<file path="config.mk">
export PLATFORM = sky130hd
export DESIGN_NAME = dual_ram_arbiter_flat
export DESIGN_NICKNAME = d
export VERILOG_FILES = /design/src/rtl/dual_ram_arb_pkg.sv /design/src/rtl/dual_ram_arb_if.sv /design/src/rtl/dual_ram_arbiter_rr_arb2.sv /design/src/rtl/dual_ram_arbiter.sv /design/src/flat_wrapper.sv
export SDC_FILE = /design/constraint.sdc
export NUM_CORES = 1
export LEC_CHECK = 0
export ABC_AREA = 1
export CAP_MARGIN = 0
export CORE_ASPECT_RATIO = 0.8
export CORE_UTILIZATION = 35
export DETAILED_ROUTE_END_ITERATION = 7
export DONT_BUFFER_PORTS = 1
export PLACE_DENSITY = 0.6
export SYNTH_ARGS = -nofsm -noshare
export SYNTH_HDL_FRONTEND = slang
export SYNTH_SLANG_ARGS = --single-unit
</file>
<file path="constraint.sdc">
create_clock -name clk -period 1.6 [get_ports clk]
set_input_delay 0.32 -clock clk [delete_from_list [all_inputs] [get_ports clk]]
set_output_delay 0.32 -clock clk [all_outputs]
set_load 0.01 [all_outputs]
</file>
<file path="src/rtl/dual_ram_arb_pkg.sv">
// Shared types and constants for the two-requester RAM port arbiter.
package dual_ram_arb_pkg;

  localparam int unsigned STAT_W = 16;

  typedef enum logic [1:0] {
    IDLE   = 2'd0,
    ACCESS = 2'd1,
    RESP   = 2'd2
  } state_e;

  localparam logic GNT_A = 1'b0;
  localparam logic GNT_B = 1'b1;

endpackage

</file>
<file path="src/rtl/dual_ram_arb_if.sv">
// Requester A/B handshakes plus the single RAM port, as seen by the arbiter (slave) and its environment (master).
interface dual_ram_arb_if #(
  parameter int unsigned DATA_W = 2,
  parameter int unsigned ADDR_W = 1
) ();

  logic              req_a, we_a, ack_a;
  logic [ADDR_W-1:0] addr_a;
  logic [DATA_W-1:0] wdata_a, rdata_a;

  logic              req_b, we_b, ack_b;
  logic [ADDR_W-1:0] addr_b;
  logic [DATA_W-1:0] wdata_b, rdata_b;

  logic              ram_en, ram_we;
  logic [ADDR_W-1:0] ram_addr;
  logic [DATA_W-1:0] ram_din, ram_dout;

  logic              busy;

  modport slave (
    input  req_a, we_a, addr_a, wdata_a,
    input  req_b, we_b, addr_b, wdata_b,
    input  ram_dout,
    output ack_a, rdata_a, ack_b, rdata_b,
    output ram_en, ram_we, ram_addr, ram_din,
    output busy
  );

  modport master (
    output req_a, we_a, addr_a, wdata_a,
    output req_b, we_b, addr_b, wdata_b,
    output ram_dout,
    input  ack_a, rdata_a, ack_b, rdata_b,
    input  ram_en, ram_we, ram_addr, ram_din,
    input  busy
  );

endinterface

</file>
<file path="src/rtl/dual_ram_arbiter_rr_arb2.sv">
// Combinational two-way round-robin pick; the last-grant pointer lives in the parent.
module rr_arb2
  import dual_ram_arb_pkg::*;
(
  input  logic [1:0] req,
  input  logic       last_grant,
  output logic       gnt_id_c,
  output logic       gnt_valid_c
);

  always_comb begin
    gnt_valid_c = |req;
    gnt_id_c    = GNT_A;
    case (req)
      2'b01:   gnt_id_c = GNT_A;
      2'b10:   gnt_id_c = GNT_B;
      2'b11:   gnt_id_c = (last_grant == GNT_A) ? GNT_B : GNT_A;
      default: gnt_id_c = GNT_A;
    endcase
  end

endmodule

</file>
<file path="src/rtl/dual_ram_arbiter.sv">
// Round-robin sharing of one 1-cycle-latency RAM port between requesters A and B.
// Define DUAL_RAM_ARB_STATS_EN to add saturating per-requester grant counters.
module dual_ram_arbiter
  import dual_ram_arb_pkg::*;
#(
  parameter int unsigned DATA_W = 2,
  parameter int unsigned ADDR_W = 1
) (
  input  logic              clk,
  input  logic              rst,
  dual_ram_arb_if.slave     bus
`ifdef DUAL_RAM_ARB_STATS_EN
  ,
  output logic [STAT_W-1:0] grant_cnt_a,
  output logic [STAT_W-1:0] grant_cnt_b
`endif
);

  state_e            state_q, state_d;
  logic              last_grant_q, last_grant_d;
  logic              gnt_q, gnt_d;
  logic              ram_en_q, ram_en_d, ram_we_q, ram_we_d;
  logic [ADDR_W-1:0] ram_addr_q, ram_addr_d;
  logic [DATA_W-1:0] ram_din_q, ram_din_d;
  logic              ack_a_q, ack_a_d, ack_b_q, ack_b_d;
  logic [DATA_W-1:0] rdata_a_q, rdata_a_d, rdata_b_q, rdata_b_d;
  logic              busy_q, busy_d;

  logic [1:0]        req_vec;
  logic              gnt_id_c, gnt_valid_c;

  assign req_vec = {bus.req_b, bus.req_a};

  rr_arb2 u_rr_arb2 (
    .req         (req_vec),
    .last_grant  (last_grant_q),
    .gnt_id_c    (gnt_id_c),
    .gnt_valid_c (gnt_valid_c)
  );

  // Next state; the RAM command registers double as the latched request of the winner.
  always_comb begin
    state_d      = state_q;
    last_grant_d = last_grant_q;
    gnt_d        = gnt_q;
    ram_en_d     = 1'b0;
    ram_we_d     = 1'b0;
    ram_addr_d   = ram_addr_q;
    ram_din_d    = ram_din_q;
    ack_a_d      = 1'b0;
    ack_b_d      = 1'b0;
    rdata_a_d    = rdata_a_q;
    rdata_b_d    = rdata_b_q;
    case (state_q)
      IDLE: begin
        if (gnt_valid_c) begin
          gnt_d        = gnt_id_c;
          last_grant_d = gnt_id_c;
          ram_en_d     = 1'b1;
          ram_we_d     = (gnt_id_c == GNT_A) ? bus.we_a    : bus.we_b;
          ram_addr_d   = (gnt_id_c == GNT_A) ? bus.addr_a  : bus.addr_b;
          ram_din_d    = (gnt_id_c == GNT_A) ? bus.wdata_a : bus.wdata_b;
          state_d      = ACCESS;
        end
      end
      ACCESS: state_d = RESP;
      RESP: begin
        if (gnt_q == GNT_A) begin
          ack_a_d   = 1'b1;
          rdata_a_d = bus.ram_dout;
        end else begin
          ack_b_d   = 1'b1;
          rdata_b_d = bus.ram_dout;
        end
        state_d = IDLE;
      end
      default: state_d = IDLE;
    endcase
    busy_d = (state_d != IDLE);
  end

  always_ff @(posedge clk) begin
    if (rst) begin
      state_q      <= IDLE;
      last_grant_q <= GNT_B;
      gnt_q        <= GNT_A;
      ram_en_q     <= 1'b0;
      ram_we_q     <= 1'b0;
      ram_addr_q   <= '0;
      ram_din_q    <= '0;
      ack_a_q      <= 1'b0;
      ack_b_q      <= 1'b0;
      rdata_a_q    <= '0;
      rdata_b_q    <= '0;
      busy_q       <= 1'b0;
    end else begin
      state_q      <= state_d;
      last_grant_q <= last_grant_d;
      gnt_q        <= gnt_d;
      ram_en_q     <= ram_en_d;
      ram_we_q     <= ram_we_d;
      ram_addr_q   <= ram_addr_d;
      ram_din_q    <= ram_din_d;
      ack_a_q      <= ack_a_d;
      ack_b_q      <= ack_b_d;
      rdata_a_q    <= rdata_a_d;
      rdata_b_q    <= rdata_b_d;
      busy_q       <= busy_d;
    end
  end

  assign bus.ram_en   = ram_en_q;
  assign bus.ram_we   = ram_we_q;
  assign bus.ram_addr = ram_addr_q;
  assign bus.ram_din  = ram_din_q;
  assign bus.ack_a    = ack_a_q;
  assign bus.ack_b    = ack_b_q;
  assign bus.rdata_a  = rdata_a_q;
  assign bus.rdata_b  = rdata_b_q;
  assign bus.busy     = busy_q;

`ifdef DUAL_RAM_ARB_STATS_EN
  logic [STAT_W-1:0] cnt_a_q, cnt_a_d, cnt_b_q, cnt_b_d;

  // Counters step together with the ack they count and stick at all-ones.
  always_comb begin
    cnt_a_d = cnt_a_q;
    cnt_b_d = cnt_b_q;
    if (ack_a_d && (cnt_a_q != {STAT_W{1'b1}})) cnt_a_d = cnt_a_q + STAT_W'(1);
    if (ack_b_d && (cnt_b_q != {STAT_W{1'b1}})) cnt_b_d = cnt_b_q + STAT_W'(1);
  end

  always_ff @(posedge clk) begin
    if (rst) begin
      cnt_a_q <= '0;
      cnt_b_q <= '0;
    end else begin
      cnt_a_q <= cnt_a_d;
      cnt_b_q <= cnt_b_d;
    end
  end

  assign grant_cnt_a = cnt_a_q;
  assign grant_cnt_b = cnt_b_q;
`endif

endmodule

</file>
<file path="src/flat_wrapper.sv">
// flat-port wrapper written by rule: the top's interface ports become plain ports
module dual_ram_arbiter_flat import dual_ram_arb_pkg::*;
#(
  parameter int unsigned DATA_W = 2,
  parameter int unsigned ADDR_W = 1
)
  (clk, rst, bus_req_a, bus_we_a, bus_addr_a, bus_wdata_a, bus_req_b, bus_we_b, bus_addr_b, bus_wdata_b, bus_ram_dout, bus_ack_a, bus_rdata_a, bus_ack_b, bus_rdata_b, bus_ram_en, bus_ram_we, bus_ram_addr, bus_ram_din, bus_busy);
  dual_ram_arb_if #(.DATA_W(DATA_W), .ADDR_W(ADDR_W)) bus_i ();
  input  logic clk;
  input  logic rst;
  input wire logic [$bits(bus_i.req_a)-1:0] bus_req_a;
  input wire logic [$bits(bus_i.we_a)-1:0] bus_we_a;
  input wire logic [$bits(bus_i.addr_a)-1:0] bus_addr_a;
  input wire logic [$bits(bus_i.wdata_a)-1:0] bus_wdata_a;
  input wire logic [$bits(bus_i.req_b)-1:0] bus_req_b;
  input wire logic [$bits(bus_i.we_b)-1:0] bus_we_b;
  input wire logic [$bits(bus_i.addr_b)-1:0] bus_addr_b;
  input wire logic [$bits(bus_i.wdata_b)-1:0] bus_wdata_b;
  input wire logic [$bits(bus_i.ram_dout)-1:0] bus_ram_dout;
  output wire logic [$bits(bus_i.ack_a)-1:0] bus_ack_a;
  output wire logic [$bits(bus_i.rdata_a)-1:0] bus_rdata_a;
  output wire logic [$bits(bus_i.ack_b)-1:0] bus_ack_b;
  output wire logic [$bits(bus_i.rdata_b)-1:0] bus_rdata_b;
  output wire logic [$bits(bus_i.ram_en)-1:0] bus_ram_en;
  output wire logic [$bits(bus_i.ram_we)-1:0] bus_ram_we;
  output wire logic [$bits(bus_i.ram_addr)-1:0] bus_ram_addr;
  output wire logic [$bits(bus_i.ram_din)-1:0] bus_ram_din;
  output wire logic [$bits(bus_i.busy)-1:0] bus_busy;
  assign bus_i.req_a = bus_req_a;
  assign bus_i.we_a = bus_we_a;
  assign bus_i.addr_a = bus_addr_a;
  assign bus_i.wdata_a = bus_wdata_a;
  assign bus_i.req_b = bus_req_b;
  assign bus_i.we_b = bus_we_b;
  assign bus_i.addr_b = bus_addr_b;
  assign bus_i.wdata_b = bus_wdata_b;
  assign bus_i.ram_dout = bus_ram_dout;
  assign bus_ack_a = bus_i.ack_a;
  assign bus_rdata_a = bus_i.rdata_a;
  assign bus_ack_b = bus_i.ack_b;
  assign bus_rdata_b = bus_i.rdata_b;
  assign bus_ram_en = bus_i.ram_en;
  assign bus_ram_we = bus_i.ram_we;
  assign bus_ram_addr = bus_i.ram_addr;
  assign bus_ram_din = bus_i.ram_din;
  assign bus_busy = bus_i.busy;
  dual_ram_arbiter #(.DATA_W(DATA_W), .ADDR_W(ADDR_W)) u_core (.clk(clk), .rst(rst), .bus(bus_i));
endmodule
</file>
==> results of run 1 <==
## power breakdown
group	switching [mW]	leakage, nW	internal, mW
clock network	0.126	0.0210	0.139
registers	0.0293	0.132	0.427
logic	0.0610	0.175	0.0368
## final timing paths
check	start	end	depth (start not counted)
worst max-delay path	u_core.bus.ram_addr	bus_ram_addr	0
worst min-delay path	rst	u_core.gnt_q	1
worst max register to register	u_core.state_q[1]	u_core.bus.ram_addr	5
worst min register to register	u_core.last_grant_q	u_core.last_grant_q	2
## flip-flops by register name (all words and copies together) (netlist names)
signal	flops
u_core.bus.ram_din	2
u_core.bus.rdata_a	2
u_core.bus.rdata_b	2
u_core.state_q	2
u_core.bus.ack_a	1
u_core.bus.ack_b	1
u_core.bus.busy	1
u_core.bus.ram_addr	1
u_core.bus.ram_en	1
u_core.bus.ram_we	1
u_core.gnt_q	1
u_core.last_grant_q	1
## area by class of cell
| class | instances | area share |
|---|---|---|
| Tap cell | 22 | 0.0387 |
| Sequential cell | 16 | 0.450 |
| Inverter | 11 | 0.0580 |
| Clock buffer | 4 | 0.0510 |
| Multi-Input combinational cell | 58 | 0.402 |
## cells by family after synthesis
family                 count (synthesis)  share of synthesized area
and+or+nand+nor                       49                      0.335
DFF                                   16                      0.482
buffers and inverters                 13                     0.0866
AOI/OAI and AO/OA                      9                     0.0960
## synthesized netlist by cell type (all sizes together)
library cell,instances
nor2,16
a21oi,5
buf,1
clkbuf,1
nand3b,1
nand4,2
dfxtp,16
inv,11
a21boi,3
nand2,25
o21ai,1
nand3,5
## per-layer routing
layer / vias up / track usage
li1: 271 / -
met1: 227 / 0.171
met2: 14 / 0.190
met3: 0 / 0.0926
met4: 0 / 0.0208
met5: - / 0
## stage by stage
| step | instances | power (mW) | hold slack (ns) | worst slack [ns] |
|---|---|---|---|---|
| final | 111 | 0.819 | 0.0795 | 0.592 |
| after global routing | 111 | 0.867 | 0.0582 | 0.527 |
| after CTS | 111 | 0.830 | 0.0702 | 0.580 |
| after detailed placement | 107 | 0.564 | 0.390 | 0.656 |
| after global placement | 107 | 0.562 | 0.387 | 0.676 |
| after floorplan | 87 | 0.552 | 0.449 | 0.675 |
==> metrics, run 1 <==
Longest Clk Path Bufs=2; number of setup buffers added after CTS=0; maximum vdd drop=0.485 mV; length of the first detailed-routing pass in iterations=2; Detail Route met3 WL=108 um; overflow left after global routing=0; DR DRC count=0; main area contributors after synthesis=sky130_fd_sc_hd__dfxtp_1 48%, sky130_fd_sc_hd__nand2_1 12%, sky130_fd_sc_hd__nor2_1 7.3%, sky130_fd_sc_hd__inv_1 4.5%, sky130_fd_sc_hd__nand3_1 3.8%; IO buf count=0; fmax=992 MHz; sequential cell area=320 sq um; H-tree depth reported by CTS=1; type of destination of the critical path=primary output; RSZ-0062 raised after global routing=no; number of global-route vias before repair=439; Startpoint Class=flip-flop; # Max-Cap Violations=0; Area after DPL=676 sq um; final critical-path required period=1.01 ns; fraction of final layout cells with drive strength greater than 1=0.191; clock insertion delay at the later pin of the skew report=0.29 ns; highest metal layer with signal wires=met3; height of the die=41.0 um; Top Ports=26; period utilisation layout=0.630; residual antenna-violating net count after detailed routing=0; Initial Utilization=0.389; clock transition at the register clock pins on the worst setup and hold paths after CTS=0.10 ns; area enclosed by the die boundary=0.00208 sq mm; largest area contributor in the synthesized netlist=sky130_fd_sc_hd__dfxtp_1; Synth warnings=0; most frequent cells in the layout=22 x sky130_fd_sc_hd__nand2_1, 16 x sky130_fd_sc_hd__dfxtp_1, 13 x sky130_fd_sc_hd__nor2_1; Post-Syn Area=664 sq um; wire length on met2=525 um; most common cell after layout, fill and taps aside=sky130_fd_sc_hd__nand2_1; TritonCTS sink count=16; number of cells upsized or downsized after cts=0; initial antenna violation count=0; Net Count, Synth=101; number of inserted filler cells in the final layout=187; Detailed Route Iter0 Violations=4; Total Nets Final=104; clock tree from TritonCTS=yes; final core occ=0.417; post-route setup TNS=0 ns; final hold violation count=0; global placer's final weighted congestion=0.795; highest net fanout along the worst path=2; Post-Syn Area per Cell=7.64 sq um; result of the run=completed; required time worst endpoint=1.28 ns; portion of synthesized cell area occupied by the leading cell type=0.482; path type of the worst min-delay path=input pin to flip-flop; measured slew at the worst slew-check pin=0.306 ns; placeable core area=0.00171 sq mm; synthesis-to-finish area growth=7.16%; worst setup slack for register-to-register paths=0.63 ns; CP Class=flip-flop to primary output; Seq cells post-synth=16; Setup Skew=0.00752 ns; final instance area=712 sq um; global routing usage summed across all routing layers=0.135; Synth Instances=87; Routed WL=1220 um; Inserted Clock Buffers=3; Cell variety after synth=18; hold buffers post-CTS=0; wire length on met1=585 um; die extent in x=50.7 um; multi-input logic area=287 sq um; drt via density=4.61; wire length of the first global-routing pass=1950 um; total number of vias=512; post-detailed-placement half-perimeter wirelength=935 um; diode insertion count for antenna repair=0; Max Transition Viols Final=0; average wire length per cell after detail routing=11.0 um; number of placement rows=13; number of setup violations in the final report=0; buffer cell driving the clock tree root=sky130_fd_sc_hd__clkbuf_4; Leak=0.328 nW; Max transition margin=0.796; pin count of the biggest net entering global routing=10; sequential fraction of the synthesis area=0.482; power density of the placed cells=1150 mW/mm^2; worst path arrival time=0.69 ns
Power figures use the tool's default switching activity.
==> inputs of run 2 (changes only) <==
- clock period: 1.6 -> 1.01 ns (I/O delays scaled with it)
==> metrics, run 2 (synthesis results as in run 1) <==
standard cell with the maximum stage delay on the critical path=sky130_fd_sc_hd__dfxtp_1; worst setup slack for register-to-register paths=0.08 ns (was 0.63 ns); measured slew at the worst slew-check pin=0.308 ns (was 0.306 ns); Area after DPL=676 sq um (unchanged); type of destination of the critical path=flip-flop (was primary output); worst-case setup margin in the final layout=0.0826 ns (was 0.592 ns); global routing usage summed across all routing layers=0.138 (was 0.135); number of placed cells counting well taps=107 (unchanged); Inserted Clock Buffers=3 (unchanged); global placer's final weighted congestion=0.796 (was 0.795); worst slack at placement=0.0663 ns (was 0.656 ns); diode insertion count for antenna repair=0 (unchanged); clock transition at the register clock pins on the worst setup and hold paths after CTS=0.10 ns (about the same); final instance area=732 sq um (was 712 sq um); RR Startpoint=u_core.gnt_q (was u_core.state_q[1]); CP max stage delay=0.37 ns; highest net fanout along the worst path=5 (was 2); number of global-route vias before repair=446 (was 439); ordered list of cells on the worst path=nand3b_2 > nand2_1 > nand2_1 > nor2_1; Crit. Startpoint=u_core.gnt_q (was u_core.bus.ram_addr); final critical-path required period=0.927 ns; most common cell after layout, fill and taps aside=sky130_fd_sc_hd__nand2_1 (unchanged); worst path arrival time=1.15 ns (was 0.69 ns); maximum vdd drop=0.789 mV (was 0.485 mV); Top Ports=26 (unchanged); Longest Clk Path Bufs=2 (unchanged); placeable core area=0.00171 sq mm (unchanged); DR DRC count=0 (unchanged); fraction of final layout cells with drive strength greater than 1=0.220 (was 0.191); # Max-Cap Violations=0 (unchanged); overflow left after global routing=0 (unchanged); Worst path depth=4 (was 0); Detailed Route Iter0 Violations=2 (was 4); RSZ-0062 raised after global routing=no (unchanged); Leak=0.337 nW (was 0.328 nW); residual antenna-violating net count after detailed routing=0 (unchanged); pin count of the biggest net entering global routing=10 (unchanged); cell repeated most along the worst path=sky130_fd_sc_hd__nand2_1; power density of the placed cells=1790 mW/mm^2 (was 1150 mW/mm^2); Max Transition Viols Final=0 (unchanged); number of placement rows=13 (unchanged); CP Class=flip-flop to flip-flop (was flip-flop to primary output); HP Start=bus_ram_dout[1] (was rst); area enclosed by the die boundary=0.00208 sq mm (unchanged); required time worst endpoint=1.24 ns (was 1.28 ns); final hold violation count=0 (unchanged); number of setup violations in the final report=0 (unchanged); multi-input logic area=287 sq um (unchanged); worst reg-to-reg path cell count=4 (was 5); initial antenna violation count=0 (unchanged); height of the die=41.0 um (unchanged); IO buf count=0 (unchanged); total number of vias=525 (was 512); TritonCTS sink count=16 (unchanged); path type of the worst min-delay path=input pin to flip-flop (unchanged); period utilisation layout=0.918; result of the run=completed (unchanged); length of the first detailed-routing pass in iterations=3 (was 2); Max transition margin=0.795 (was 0.796); post-detailed-placement half-perimeter wirelength=935 um (unchanged); synthesis-to-finish area growth=10.2% (was 7.16%); Routed WL=1240 um (was 1220 um); worst flop-to-flop path endpoint=u_core.bus.rdata_a[0] (was u_core.bus.ram_addr); wire length of the first global-routing pass=1990 um (was 1950 um); family of cells with the greatest summed delay on the critical path=simple AND/OR/NAND/NOR gates; drt via density=4.65 (was 4.61); post-route setup TNS=0 ns (unchanged); Total Nets Final=106 (was 104); die extent in x=50.7 um (unchanged); number of inserted filler cells in the final layout=185 (was 187); Worst Setup EP=u_core.bus.rdata_a[0] (was bus_ram_addr); sequential cell area=323 sq um (was 320 sq um); clock insertion delay at the later pin of the skew report=0.29 ns (about the same); most frequent cells in the layout=22 x sky130_fd_sc_hd__nand2_1, 14 x sky130_fd_sc_hd__dfxtp_1, 13 x sky130_fd_sc_hd__nor2_1 (was 22 x sky130_fd_sc_hd__nand2_1, 16 x sky130_fd_sc_hd__dfxtp_1, 13 x sky130_fd_sc_hd__nor2_1); count of buffer and inverter cells on the critical path=0; H-tree depth reported by CTS=1 (unchanged); Setup Skew=0.00777 ns (was 0.00752 ns); average wire length per cell after detail routing=10.9 um (was 11.0 um); Startpoint Class=flip-flop (unchanged); Initial Utilization=0.389 (unchanged); fmax=1080 MHz; Non-Filler Instances=113 (was 111); buffer cell driving the clock tree root=sky130_fd_sc_hd__clkbuf_4 (unchanged); clock tree from TritonCTS=yes (unchanged)
run 2: changes by cell type in the layout (fill, tap and decap cells not counted), sizes merged:
cell         previous run  this run
buf                     0         1
dlygate4sd3             0         1
run 2: final cells by class:
| type | instances | area share |
|---|---|---|
| Multi-Input combinational cell | 58 | 0.391 |
| Tap cell | 22 | 0.0376 |
| Clock buffer | 4 | 0.0496 |
| Sequential cell | 16 | 0.441 |
| Timing Repair Buffer | 2 | 0.0239 |
| Inverter | 11 | 0.0564 |
run 2: how the worst min path moves through the flow:
stage                                        to  slack [ns]  cells after the start
final                     u_core.bus.rdata_a[1]        0.05                      2
after global routing      u_core.bus.rdata_a[1]        0.05                      2
after CTS                 u_core.bus.rdata_a[1]        0.05                      2
after detailed placement           u_core.gnt_q        0.27                      1
after global placement             u_core.gnt_q        0.27                      1
after floorplan           u_core.bus.rdata_a[0]        0.34                      2
run 2: metal layers:
layer | vias to the layer above | share of wire | track usage | wire [um]
met5 | - | 0 | 0 | 0
met1 | 235 | 0.50 | 0.178 | 617
met3 | 0 | 0.079 | 0.0889 | 98
met2 | 14 | 0.42 | 0.193 | 521
li1 | 276 | - | - | -
met4 | 0 | 0 | 0.0208 | 0
run 2: repair_timing:
item | 4_1_cts | 5_1_grt
resized for setup | 0 | 2
buffers inserted | 0 | 1
hold buffers | 1 | 0
endpoints found under the setup margin | 0 | 7
hold endpoints to repair | 7 | 0
run 2: through the flow:
step	hold slack [ns]	util	power (mW)
detailed placement	0.272	0.396	0.893
global route	0.0531	0.429	1.39
global placement	0.269	0.396	0.890
CTS	0.0520	0.423	1.32
floorplan	0.337	-	0.875
finish	0.0539	0.429	1.31
run 2: report_power, final:
| group | switching [mW] | internal, mW | total, mW |
|---|---|---|---|
| Sequential | 0.0462 | 0.678 | 0.724 |
| Clock | 0.200 | 0.220 | 0.419 |
| Combinational | 0.102 | 0.0650 | 0.167 |
